===== config.mk =====
export PLATFORM = sky130hd
export DESIGN_NAME = hazard_ctl
export DESIGN_NICKNAME = d
export VERILOG_FILES = /design/src/rtl/hazard_ctl_pkg.sv /design/src/rtl/hazard_ctl_pend_ctr.sv /design/src/rtl/hazard_ctl.sv
export SDC_FILE = /design/constraint.sdc
export NUM_CORES = 1
export LEC_CHECK = 0
export ABC_AREA = 1
export CAP_MARGIN = 20
export CORE_MARGIN = 5
export CORE_UTILIZATION = 56
export CTS_BUF_LIST = sky130_fd_sc_hd__clkbuf_4 sky130_fd_sc_hd__clkbuf_8
export DETAILED_ROUTE_END_ITERATION = 8
export HOLD_SLACK_MARGIN = 0.12
export PLACE_DENSITY = 0.9
export SLEW_MARGIN = 40
export SYNTH_ARGS = -nofsm -noshare
export SYNTH_HDL_FRONTEND = slang
export SYNTH_SLANG_ARGS = --single-unit

===== constraint.sdc =====
create_clock -name i_clk -period 3.5 [get_ports i_clk]
set_input_delay 1.05 -clock i_clk [delete_from_list [all_inputs] [get_ports i_clk]]
set_output_delay 1.05 -clock i_clk [all_outputs]
set_load 0.005 [all_outputs]

===== src/rtl/hazard_ctl_pkg.sv =====
// Shared sizing and types for the hazard controller: register file geometry,
// pending/in-flight counter widths and the held-slot descriptor.
package hazard_ctl_pkg;

  localparam int REGNO     = 8;
  localparam int REGNO_LOG = 3;
  localparam int PEND_W    = 2;
  localparam int INFL_W    = 3;

  localparam logic [PEND_W-1:0] PEND_MAX = '1;

  typedef enum logic {
    SLOT_EMPTY = 1'b0,
    SLOT_HELD  = 1'b1
  } slot_state_t;

  typedef struct packed {
    logic [REGNO_LOG-1:0] l_reg;
    logic [REGNO_LOG-1:0] r_reg;
    logic [1:0]           used;
    logic [REGNO-1:0]     rf_ie;
  } slot_hdr_t;

endpackage


===== src/rtl/hazard_ctl_pend_ctr.sv =====
// Per-register outstanding-write counter: saturating up/down, simultaneous
// inc+dec holds, decrement at zero holds at zero. Count visible next cycle.
module pend_ctr
  import hazard_ctl_pkg::*;
(
  input  logic              i_clk,
  input  logic              i_rst_n,
  input  logic              i_inc,
  input  logic              i_dec,
  output logic [PEND_W-1:0] o_cnt,
  output logic              o_nz
);

  logic [PEND_W-1:0] cnt_q, cnt_d;

  always_comb begin
    cnt_d = cnt_q;
    if (i_inc && !i_dec && (cnt_q != PEND_MAX)) begin
      cnt_d = cnt_q + PEND_W'(1);
    end else if (!i_inc && i_dec && (cnt_q != '0)) begin
      cnt_d = cnt_q - PEND_W'(1);
    end
  end

  always_ff @(posedge i_clk or negedge i_rst_n) begin
    if (!i_rst_n) begin
      cnt_q <= '0;
    end else begin
      cnt_q <= cnt_d;
    end
  end

  assign o_cnt = cnt_q;
  assign o_nz  = (cnt_q != '0);

endmodule


===== src/rtl/hazard_ctl.sv =====
// Single-slot issue stage: holds one decoded instruction until its sources and
// destination are free; issue appears on o_submit one cycle after the slot is issuable.
// Backpressure: o_ready drops while the slot is stuck, execute is not ready, or a flush is active.
module hazard_ctl
  import hazard_ctl_pkg::*;
#(
  parameter int CTL_W    = 64,
  parameter int MAX_INFL = 4
) (
  input  logic                 i_clk,
  input  logic                 i_rst_n,
  input  logic                 i_submit,
  output logic                 o_ready,
  input  logic [CTL_W-1:0]     i_ctl,
  input  logic [REGNO_LOG-1:0] i_l_reg_sel,
  input  logic [REGNO_LOG-1:0] i_r_reg_sel,
  input  logic [1:0]           i_used_operands,
  input  logic [REGNO-1:0]     i_rf_ie,
  output logic                 o_submit,
  output logic [CTL_W-1:0]     o_ctl,
  output logic [REGNO-1:0]     o_rf_ie,
  input  logic                 i_next_ready,
  input  logic                 i_ret_valid,
  input  logic [REGNO-1:0]     i_ret_mask,
  input  logic                 i_flush,
  output logic [15:0]          o_stall_cnt
);

  slot_state_t       state_q, state_d;
  slot_hdr_t         hdr_q, hdr_d;
  logic [CTL_W-1:0]  ctl_q, ctl_d;
  logic              submit_q, submit_d;
  logic [CTL_W-1:0]  out_ctl_q, out_ctl_d;
  logic [REGNO-1:0]  out_rf_q, out_rf_d;
  logic [INFL_W-1:0] infl_q, infl_d;
  logic [15:0]       stall_q, stall_d;

  logic [PEND_W-1:0] pend_cnt [REGNO];
  logic [REGNO-1:0]  pend_nz;
  logic [REGNO-1:0]  pend_full;
  logic              hazard, issue_ok, accept;

  for (genvar g = 0; g < REGNO; g++) begin : g_pend
    pend_ctr u_pend_ctr (
      .i_clk  (i_clk),
      .i_rst_n(i_rst_n),
      .i_inc  (issue_ok & hdr_q.rf_ie[g]),
      .i_dec  (i_ret_valid & i_ret_mask[g]),
      .o_cnt  (pend_cnt[g]),
      .o_nz   (pend_nz[g])
    );
    assign pend_full[g] = (pend_cnt[g] == PEND_MAX);
  end

  // Registered counters only, so a retire frees the slot one cycle later.
  assign hazard = (hdr_q.used[0] & pend_nz[hdr_q.l_reg])
                | (hdr_q.used[1] & pend_nz[hdr_q.r_reg])
                | (|(hdr_q.rf_ie & pend_full))
                | (infl_q == INFL_W'(MAX_INFL));

  always_ff @(posedge i_clk or negedge i_rst_n) begin
    if (!i_rst_n) begin
      state_q   <= SLOT_EMPTY;
      hdr_q     <= '0;
      ctl_q     <= '0;
      submit_q  <= 1'b0;
      out_ctl_q <= '0;
      out_rf_q  <= '0;
      infl_q    <= '0;
      stall_q   <= '0;
    end else begin
      state_q   <= state_d;
      hdr_q     <= hdr_d;
      ctl_q     <= ctl_d;
      submit_q  <= submit_d;
      out_ctl_q <= out_ctl_d;
      out_rf_q  <= out_rf_d;
      infl_q    <= infl_d;
      stall_q   <= stall_d;
    end
  end

  always_comb begin
    state_d = state_q;
    hdr_d   = hdr_q;
    ctl_d   = ctl_q;
    if (i_flush) begin
      state_d = SLOT_EMPTY;
    end else if (accept) begin
      state_d = SLOT_HELD;
      hdr_d   = '{l_reg: i_l_reg_sel, r_reg: i_r_reg_sel,
                  used: i_used_operands, rf_ie: i_rf_ie};
      ctl_d   = i_ctl;
    end else if (issue_ok) begin
      state_d = SLOT_EMPTY;
    end
  end

  always_comb begin
    issue_ok = (state_q == SLOT_HELD) & ~hazard & i_next_ready & ~i_flush;
    o_ready  = i_next_ready & ~i_flush & ((state_q == SLOT_EMPTY) | issue_ok);
    accept   = i_submit & o_ready;
  end

  always_comb begin
    submit_d  = issue_ok;
    out_ctl_d = issue_ok ? ctl_q : out_ctl_q;
    out_rf_d  = issue_ok ? hdr_q.rf_ie : out_rf_q;

    infl_d = infl_q;
    if (issue_ok && !i_ret_valid) begin
      infl_d = infl_q + INFL_W'(1);
    end else if (!issue_ok && i_ret_valid && (infl_q != '0)) begin
      infl_d = infl_q - INFL_W'(1);
    end

    stall_d = stall_q;
    if ((state_q == SLOT_HELD) && hazard && !i_flush && (stall_q != 16'hFFFF)) begin
      stall_d = stall_q + 16'd1;
    end
  end

  assign o_submit    = submit_q;
  assign o_ctl       = out_ctl_q;
  assign o_rf_ie     = out_rf_q;
  assign o_stall_cnt = stall_q;

endmodule


==> reports/metrics.csv, run 1 <==
stage,metric,value,unit
status,status,completed,
cells_and_area,area occupied by multi-input gates,3110,um^2
cts,CTS Hold Bufs,0,
die,Die Y,132,um
die,row cnt,44,
hold_path,Hold Path Class,reg2reg,
cts,root buf cell,clkbuf_8,
die,area of the core,14500,um^2
synthesis,Post-synth EDFFs,0,
pwr,peak supply drop,0.000461,V
cells_and_area,n_diodes,0,
cells_and_area,NumNets Final,1265,
cts,Clock transition at path regs,100,ps
pwr,total power,0.00765,W
synthesis,Synth area leader,dfrtp_1,
synthesis,Synthesized Nets,1087,
synthesis,ys async rst share,100,%
die,Initial Util,56.9,%
timing,slew margin rel.,44.0,%
synthesis,"count leader, synth",nand2_1,
critical_path,"delay-heaviest family, CP",simple AND/OR/NAND/NOR gates,
drt,DR vias/cell,5.27,
synthesis,Synth warnings,0,
drt,Residual DRC,0,
drt,DRT iter0 DRCs,489,
synthesis,sequential-to-total area share from yosys stat,57.2,%
synthesis,Post-Syn Area,8270,um^2
cts,CTS Sinks,189,
global_route,All-Layer GR Usage,24.4,%
global_route,largest net degree at the start of global routing,86,
timing,Worst Tran Pin Value,840,ps
synthesis,Post-Syn Instances,991,
drt,post-route ant nets,0,
cells_and_area,final core occ,73.8,%
cells_and_area,fill count,1049,
timing,unrepaired setup endpoints after global routing,no,
cts,H-tree Lvls,4,
drt,total wire length,21200,um
pwr,power density cells,714,nW/um^2
drt,wire per inst,15.5,um
synthesis,post-synth top area share,57.2,%
timing,Clock Skew,15.8,ps
synthesis,Main synth FF type,dfrtp_1,
timing,Fin Setup TNS,0,ps
die,chip width,132,um
placement,post-DP HPWL,14000,um
critical_path,CP startpoint kind,register,
die,DIE AREA,17300,um^2
cts,clk buf depth,2,
global_route,Overflow after GRT,0,
synthesis,Syn Area/Cell,8.34,um^2
drt,via count,7197,
synthesis,ranking of synthesized cells by area,"dfrtp_1 (57%), nand2_1 (23%), nand3_1 (7.9%)",
placement,IO buf count,183,
timing,min Tclk post-route,3400,ps
critical_path,Crit-path slowest cell,clkdlybuf4s50_1,
cells_and_area,Area Growth Syn to Fin,29.7,%
global_route,antenna violations before repair,2,
critical_path,WP data arrival,2350,ps
pwr,Pleak,5.56,nW
placement,GPL Wtd Cong,0.855,
critical_path,Crit path largest cell delay,520,ps
cts,CTS tree,done,
drt,DRT Pass-1 Iters,5,
critical_path,"critical path fanouts, max",5,
job,max_cap viols,0,
cts,Worst-Skew Late Latency,460,ps
cells_and_area,Sequential Area,4740,um^2
synthesis,Post-synth top cells,"nand2_1 (502), dfrtp_1 (189), nand3_1 (130), inv_1 (46), nor2_1 (22)",
timing,fmax,294,MHz
critical_path,worst path bufs/invs,2,
critical_path,Worst setup EP type,output pin,
critical_path,WP data required,2450,ps
critical_path,crit path kind,reg2out,
synthesis,"FF+latch count, synth",189,
critical_path,CP most frequent cell,nand3_1,
critical_path,CP Cell Sequence,nand3_1 > nand3_1 > nor3_2 > nand3_4 > nand2_4 > inv_2 > nor2_4 > clkdlybuf4s50_1,
synthesis,post-synth cell types,27,
timing,Final Hold Fails,0,
timing,Final period util,97.3,%
die,# IOs,184,
cells_and_area,share of layout cells above drive strength 1,6.77,%
timing,# setup viols final,0,
global_route,number of global-route vias before repair,7201,
cts,CTS Buf Count,17,
global_route,first-pass GRT wire length,34900,um
timing,Slew Limit Fails,0,
## stage by stage
step                hold WS (ps)  cell area (um^2)  instances  worst slack [ps]
detailed placement           453             10200       1330               118
floorplan                    442              8270        991               849
CTS                          471             10700       1362              3.66
finish                       466             10700       1366              95.2
global placement             447             10200       1330               117
global route                 493             10700       1366              5.77
## routing by layer
layer	share of wire (%)	up-vias	track usage, %
met2	49	308	40.9
met5	0.15	-	0
met3	8.0	47	6.77
met1	40	3393	30.1
li1	-	3445	-
met4	2.7	4	9.66
## area by class of cell
cell class / instances / share of cell area [%]
inverters: 48 / 1.68
flip-flops and latches: 189 / 44.2
clock buffers: 19 / 2.32
multi-input cells: 710 / 29.0
clock inverters: 13 / 1.98
repair buffers: 203 / 18.7
well taps: 184 / 2.15
## worst reg2reg max path: stages, from the launching register on
cell and delay [ps]:
dfrtp_2 460, nand3_1 130, nand3_1 110, nor3_2 270, nand3_4 140, nand2_4 100
inv_2 50, nor2_4 110, buf_4 650, nand2_2 170, buf_4 340, nor2_1 170
a21oi_1 50
## worst paths after layout
path	start	to	slack (ps)	cells past startpoint
worst max-delay path	g_pend[3].u_pend_ctr.o_cnt[0]$_DFFE_PN0P_	o_ready	100	8
worst min-delay path	ctl_q[25]$_DFFE_PN0P_	o_ctl[25]$_DFFE_PN0N_	470	2
worst max register to register	g_pend[3].u_pend_ctr.o_cnt[0]$_DFFE_PN0P_	hdr_q[10]$_DFFE_PN0P_	620	12
worst min register to register	ctl_q[25]$_DFFE_PN0P_	o_ctl[25]$_DFFE_PN0N_	470	2
max in group asynchronous	i_rst_n	o_ctl[34]$_DFFE_PN0N_	1980	2
min in group asynchronous	i_rst_n	o_rf_ie[3]$_DFFE_PN0N_	610	1
## flip-flops by register name, summed over array words and instances (netlist names)
signal / cells
state_q: 1
infl_q: 3
g_pend.u_pend_ctr.o_cnt: 16
ctl_q: 64
hdr_q: 16
o_rf_ie: 8
o_stall_cnt: 16
o_submit: 1
o_ctl: 64
## cell usage in the layout (no fill, tap or decap), drive strengths merged, types with 10 or more instances in the layout
cell,n
clkbuf,20
clkdlybuf4s50,181
inv,50
dfrtp,189
nand3,131
nand2,503
xor2,10
nor2,26
buf,21
## kinds of logic (layout without fill, tap and decap cells)
logic type                 count (synthesis)  count (layout)  synth area share, %
DFF                                      189             189                 57.2
buffers and inverters                     92             283                 6.11
AOI/OAI and AO/OA                         14              14                0.847
xor gates and xnor gates                  14              14                 1.48
adders and majority gates                  2               2                0.393
and+or+nand+nor                          680             680                 34.0
## where the power goes
group	internal [W]	switching (W)	total (W)
Clock	0.000871	0.000780	0.00165
Sequential	0.00294	0.000565	0.00351
Combinational	0.00136	0.00114	0.00250
## timing repair
action	4_1_cts	5_1_grt
pin swaps	1	5
endpoints found under the hold margin	0	0
endpoints found under the setup margin	1	1
resized for setup	9	14
buffers inserted	0	4
Note: power is estimated with default switching activity, not from simulation.
==> run 2, diff against run 1 <==
CORE_UTILIZATION = 47   (was 56)
CTS_CLUSTER_DIAMETER = 40   (was not set)
PLACE_DENSITY = 0.81   (was 0.9)
SLEW_MARGIN = 20   (was 40)
clock period = 2.9 ns   (was 3.5 ns; I/O delays follow)
==> reports/metrics.csv, run 2 (synthesis gave the netlist of run 1 again) <==
stage,metric,value,unit
global_route,number of global-route vias before repair,7113,
cts,Clock transition at path regs,100,ps
cells_and_area,share of layout cells above drive strength 1,6.90,%
cts,CTS Sinks,189,
timing,Fin Setup TNS,0,ps
die,chip width,143,um
timing,Final period util,94.7,%
die,Initial Util,47.8,%
die,Die Y,143,um
global_route,largest net degree at the start of global routing,80,
cts,clk buf depth,2,
cells_and_area,final core occ,62.4,%
hold_path,Hold Path Class,in2async,
placement,post-place setup slack,-127,ps
critical_path,crit path kind,reg2out,
cells_and_area,most frequent cells in the layout,"nand2_1 (500), dfrtp_1 (186), clkdlybuf4s50_1 (180)",
status,status,completed,
timing,Slew Limit Fails,0,
cts,CTS Buf Count,17,
timing,Final Hold Fails,0,
critical_path,WP data arrival,1880,ps
global_route,antenna violations before repair,2,
drt,DR vias/cell,4.96,
drt,DRT Pass-1 Iters,4,
cells_and_area,NumNets Final,1272,
critical_path,WP data required,2030,ps
timing,Final WS setup,153,ps
cts,Worst-Skew Late Latency,450,ps
cells_and_area,area occupied by multi-input gates,3080,um^2
die,DIE AREA,20300,um^2
pwr,peak supply drop,0.000424,V
die,row cnt,48,
cts,root buf cell,clkbuf_8,
timing,fmax,364,MHz
drt,DRT iter0 DRCs,354,
die,area of the core,17300,um^2
cells_and_area,"commonest non-fill, non-tap cell in the layout",nand2_1,
cells_and_area,fill count,1480,
placement,GPL Wtd Cong,0.839,
die,# IOs,184,
cells_and_area,Sequential Area,4730,um^2
timing,Clock Skew,15.4,ps
global_route,Overflow after GRT,0,
global_route,first-pass GRT wire length,34500,um
pwr,power density cells,840,nW/um^2
job,max_cap viols,0,
cells_and_area,Area Growth Syn to Fin,30.6,%
global_route,All-Layer GR Usage,21.2,%
drt,Residual DRC,0,
drt,post-route ant nets,0,
placement,post-DP HPWL,14000,um
critical_path,CP startpoint kind,register,
drt,via count,7015,
drt,total wire length,21000,um
critical_path,Worst setup EP type,output pin,
cells_and_area,n_diodes,0,
timing,slew margin rel.,60.2,%
cts,H-tree Lvls,4,
cts,CTS tree,done,
placement,IO buf count,183,
critical_path,"critical path fanouts, max",5,
drt,wire per inst,14.9,um
timing,Worst Tran Pin Value,592,ps
timing,# setup viols final,0,
timing,min Tclk post-route,2750,ps
pwr,Pleak,5.59,nW
==> run 2: final timing paths <==
path	from	to	slack [ps]	depth (start not counted)
min reg2reg	ctl_q[41]$_DFFE_PN0P_	o_ctl[41]$_DFFE_PN0N_	480	2
min	i_rst_n	o_rf_ie[6]$_DFFE_PN0N_	390	1
min in group i_clk	ctl_q[41]$_DFFE_PN0P_	o_ctl[41]$_DFFE_PN0N_	480	2
max	g_pend[2].u_pend_ctr.o_cnt[0]$_DFFE_PN0P_	o_ready	150	8
max reg2reg	g_pend[2].u_pend_ctr.o_cnt[0]$_DFFE_PN0P_	hdr_q[7]$_DFFE_PN0P_	390	11
max in group asynchronous	i_rst_n	g_pend[0].u_pend_ctr.o_cnt[0]$_DFFE_PN0P_	1790	2
==> run 2: where the power goes <==
group | internal [W] | switching, W | total (W)
Sequential | 0.00355 | 0.000651 | 0.00420
Clock | 0.000824 | 0.000996 | 0.00182
Combinational | 0.00169 | 0.00136 | 0.00305
==> run 2: through the flow <==
stage / hold slack [ps] / cells / total power (W) / area (um^2)
final: 391 / 1414 / 0.00907 / 10800
after global routing: 389 / 1414 / 0.00970 / 10800
after floorplan: 442 / 991 / 0.00543 / 8270
after global placement: 447 / 1376 / 0.00708 / 10300
after CTS: 392 / 1414 / 0.00914 / 10800
after detailed placement: 455 / 1376 / 0.00720 / 10300
==> run 2: area by class of cell <==
type	instances	share of cell area [%]
clock inverter	14	1.59
timing repair buffer	210	19.5
multi-input combinational	710	28.5
clock buffer	18	2.29
inverter	48	1.67
tap	225	2.61
sequential	189	43.8
==> run 2: worst max-delay path, stage by stage, from the launching register on <==
cell and delay, ps:
dfrtp_1 460, nand3_1 110, nand3_1 90, nor3_1 230
nand3_2 150, nand2_2 110, inv_2 50, nor2_4 90
buf_2 140
==> run 2: what timing repair did <==
| item | CTS | global route |
|---|---|---|
| endpoints found under the setup margin | 1 | 1 |
| pin swaps | 4 | 0 |
| gates resized for setup | 15 | 3 |
| setup buffers | 6 | 0 |
| hold endpoints to repair | 0 | 0 |
| hold buffers | 0 | 0 |
| cloned | 0 | 0 |
==> run 2: metal layers <==
layer	track usage, %	wire length [um]	up-vias
li1	-	-	3464
met1	26.9	8970	3346
met2	36.4	10500	185
met3	5.16	1370	16
met4	5.80	174	4
met5	0	25	-
==> run 3, diff against run 2 <==
--- a/config.mk
+++ b/config.mk
@@ -9,4 +9,6 @@
 export CAP_MARGIN = 20
+export CELL_PAD_IN_SITES_DETAIL_PLACEMENT = 1
+export CELL_PAD_IN_SITES_GLOBAL_PLACEMENT = 1
 export CORE_MARGIN = 5
-export CORE_UTILIZATION = 47
+export CORE_UTILIZATION = 35
 export CTS_BUF_LIST = sky130_fd_sc_hd__clkbuf_4 sky130_fd_sc_hd__clkbuf_8
@@ -15,3 +17,3 @@
 export HOLD_SLACK_MARGIN = 0.12
-export PLACE_DENSITY = 0.81
+export PLACE_DENSITY = 0.82
 export SLEW_MARGIN = 20
--- a/constraint.sdc
+++ b/constraint.sdc
@@ -3,2 +3,2 @@
 set_output_delay 0.87 -clock i_clk [all_outputs]
-set_load 0.005 [all_outputs]
+set_load 0.01 [all_outputs]
==> reports/metrics.csv, run 3 (synthesis gave the netlist of run 1 again) <==
stage,metric,value,unit
pwr,peak supply drop,0.000361,V
timing,min Tclk post-route,2840,ps
cells_and_area,filler-free cell count of the finished design,1530,
timing,unrepaired setup endpoints after global routing,yes,
critical_path,"critical path fanouts, max",3,
timing,Slew Limit Fails,0,
timing,fmax,352,MHz
critical_path,WP data arrival,1970,ps
die,Die Y,164,um
drt,DRT Pass-1 Iters,4,
global_route,first-pass GRT wire length,41000,um
timing,Final WS setup,60.5,ps
drt,total wire length,25300,um
cells_and_area,most frequent cells in the layout,"nand2_1 (499), dfrtp_1 (180), clkdlybuf4s50_1 (180)",
placement,IO buf count,183,
pwr,Pleak,5.70,nW
timing,Hold WS,386,ps
placement,placed cell count,1483,
timing,Final Hold Fails,0,
cts,Worst-Skew Late Latency,460,ps
placement,GPL Wtd Cong,0.808,
drt,wire per inst,16.5,um
critical_path,R2R depth,14,
die,area of the core,23300,um^2
global_route,All-Layer GR Usage,19.1,%
pwr,total power,0.00944,W
placement,post-DP HPWL,17100,um
cts,CTS Buf Count,17,
critical_path,crit path kind,reg2out,
critical_path,Crit path largest cell delay,460,ps
cells_and_area,NumNets Final,1292,
global_route,antenna violations before repair,4,
global_route,Overflow after GRT,0,
critical_path,Critical Path Start,g_pend[5].u_pend_ctr.o_cnt[0]$_DFFE_PN0P_,
cts,Clock transition at path regs,110,ps
critical_path,Reg2Reg Capture Point,ctl_q[33]$_DFFE_PN0P_,
cts,root buf cell,clkbuf_8,
drt,DRT iter0 DRCs,296,
cells_and_area,share of layout cells above drive strength 1,10.0,%
critical_path,CP Cell Sequence,buf_6 > nand3_2 > nand3_2 > nor3_4 > nand3_4 > nand2_2 > inv_2 > nor2_4 > buf_6,
pwr,power density cells,846,nW/um^2
die,Initial Util,35.4,%
critical_path,Reg-to-Reg Start,g_pend[5].u_pend_ctr.o_cnt[0]$_DFFE_PN0P_,
critical_path,Worst setup EP type,output pin,
cts,clk buf depth,2,
timing,Clock Skew,19.5,ps
cts,CTS Hold Bufs,0,
critical_path,Crit-path slowest cell,dfrtp_2,
status,status,completed,
global_route,largest net degree at the start of global routing,80,
cells_and_area,"commonest non-fill, non-tap cell in the layout",nand2_1,
drt,DR vias/cell,4.80,
cells_and_area,fill count,2818,
cts,CTS tree,done,
job,max_cap viols,0,
die,row cnt,56,
placement,post-place setup slack,-221,ps
drt,via count,7337,
timing,Final period util,97.9,%
critical_path,capture point of the worst path,o_ready,
cells_and_area,Area Growth Syn to Fin,35.0,%
die,chip width,164,um
cts,H-tree Lvls,4,
die,DIE AREA,26800,um^2
drt,post-route ant nets,0,
cts,CTS Sinks,189,
critical_path,CP startpoint kind,register,
timing,Worst Tran Pin Value,691,ps
die,# IOs,184,
global_route,number of global-route vias before repair,8116,
critical_path,flop-to-flop setup slack,280,ps
timing,# setup viols final,0,
critical_path,WP data required,2030,ps
hold_path,Hold Path Class,in2async,
drt,Residual DRC,0,
timing,slew margin rel.,53.6,%
-- run 3: cell count changes in the layout (fill, tap and decap cells not counted), sizes merged --
| cell | before | now |
|---|---|---|
| diode | 0 | 2 |
| bufinv | 2 | 0 |
| clkbuf | 19 | 18 |
| clkinvlp | 2 | 3 |
| clkinv | 2 | 5 |
| inv | 56 | 55 |
| buf | 29 | 49 |
-- run 3: how the worst min path moves through the flow --
stage | end | slack [ps] | cells past startpoint
2_1_floorplan | ctl_q[0]$_DFFE_PN0P_ | 440 | 2
3_3_place_gp | o_ctl[9]$_DFFE_PN0N_ | 450 | 2
3_5_place_dp | o_ctl[17]$_DFFE_PN0N_ | 460 | 2
4_1_cts | o_rf_ie[3]$_DFFE_PN0N_ | 370 | 1
5_1_grt | o_rf_ie[2]$_DFFE_PN0N_ | 380 | 1
6_report | o_rf_ie[2]$_DFFE_PN0N_ | 390 | 1
-- run 3: stage by stage --
stage | setup TNS, ps | util (%) | area, um^2
2_1_floorplan | 0 | - | 8270
3_3_place_gp | -632 | 45.1 | 10500
3_5_place_dp | -1880 | 45.1 | 10500
4_1_cts | -6.41 | 47.3 | 11000
5_1_grt | -75.5 | 47.8 | 11200
6_report | 0 | 47.8 | 11200
-- run 3: final cells by class --
type | instances | area, um^2 | share of cell area (%)
clock inverter | 15 | 153 | 1.37
tap | 319 | 399 | 3.58
sequential | 189 | 4740 | 42.5
antenna | 2 | 5.00 | 0.0448
timing repair buffer | 230 | 2280 | 20.5
multi-input combinational | 710 | 3170 | 28.4
clock buffer | 17 | 234 | 2.10
inverter | 48 | 180 | 1.61
-- run 3: critical path, delay by kind of cell, from the launching register on --
kind                   cells  cell delay, ps
buffers and inverters      3             300
DFF                        1             460
and+or+nand+nor            6             760
-- run 3: timing repair --
item	4_1_cts	5_1_grt
setup buffers	8	5
pin swaps	9	14
endpoints found under the hold margin	0	0
endpoints found under the setup margin	1	38
resized for setup	20	25
-- run 3: layer usage --
layer / track usage (%) / share of wire, % / routed length (um)
met5: 0 / 0.17 / 42
met4: 5.18 / 1.8 / 468
met3: 4.37 / 4.8 / 1210
met2: 34.8 / 52 / 13100
met1: 22.8 / 41 / 10500
-- run 3: where the power goes --
group / switching, W / internal (W)
Clock: 0.00108 / 0.000643
Sequential: 0.000687 / 0.00355
Combinational: 0.00170 / 0.00178
Total: 0.00346 / 0.00598
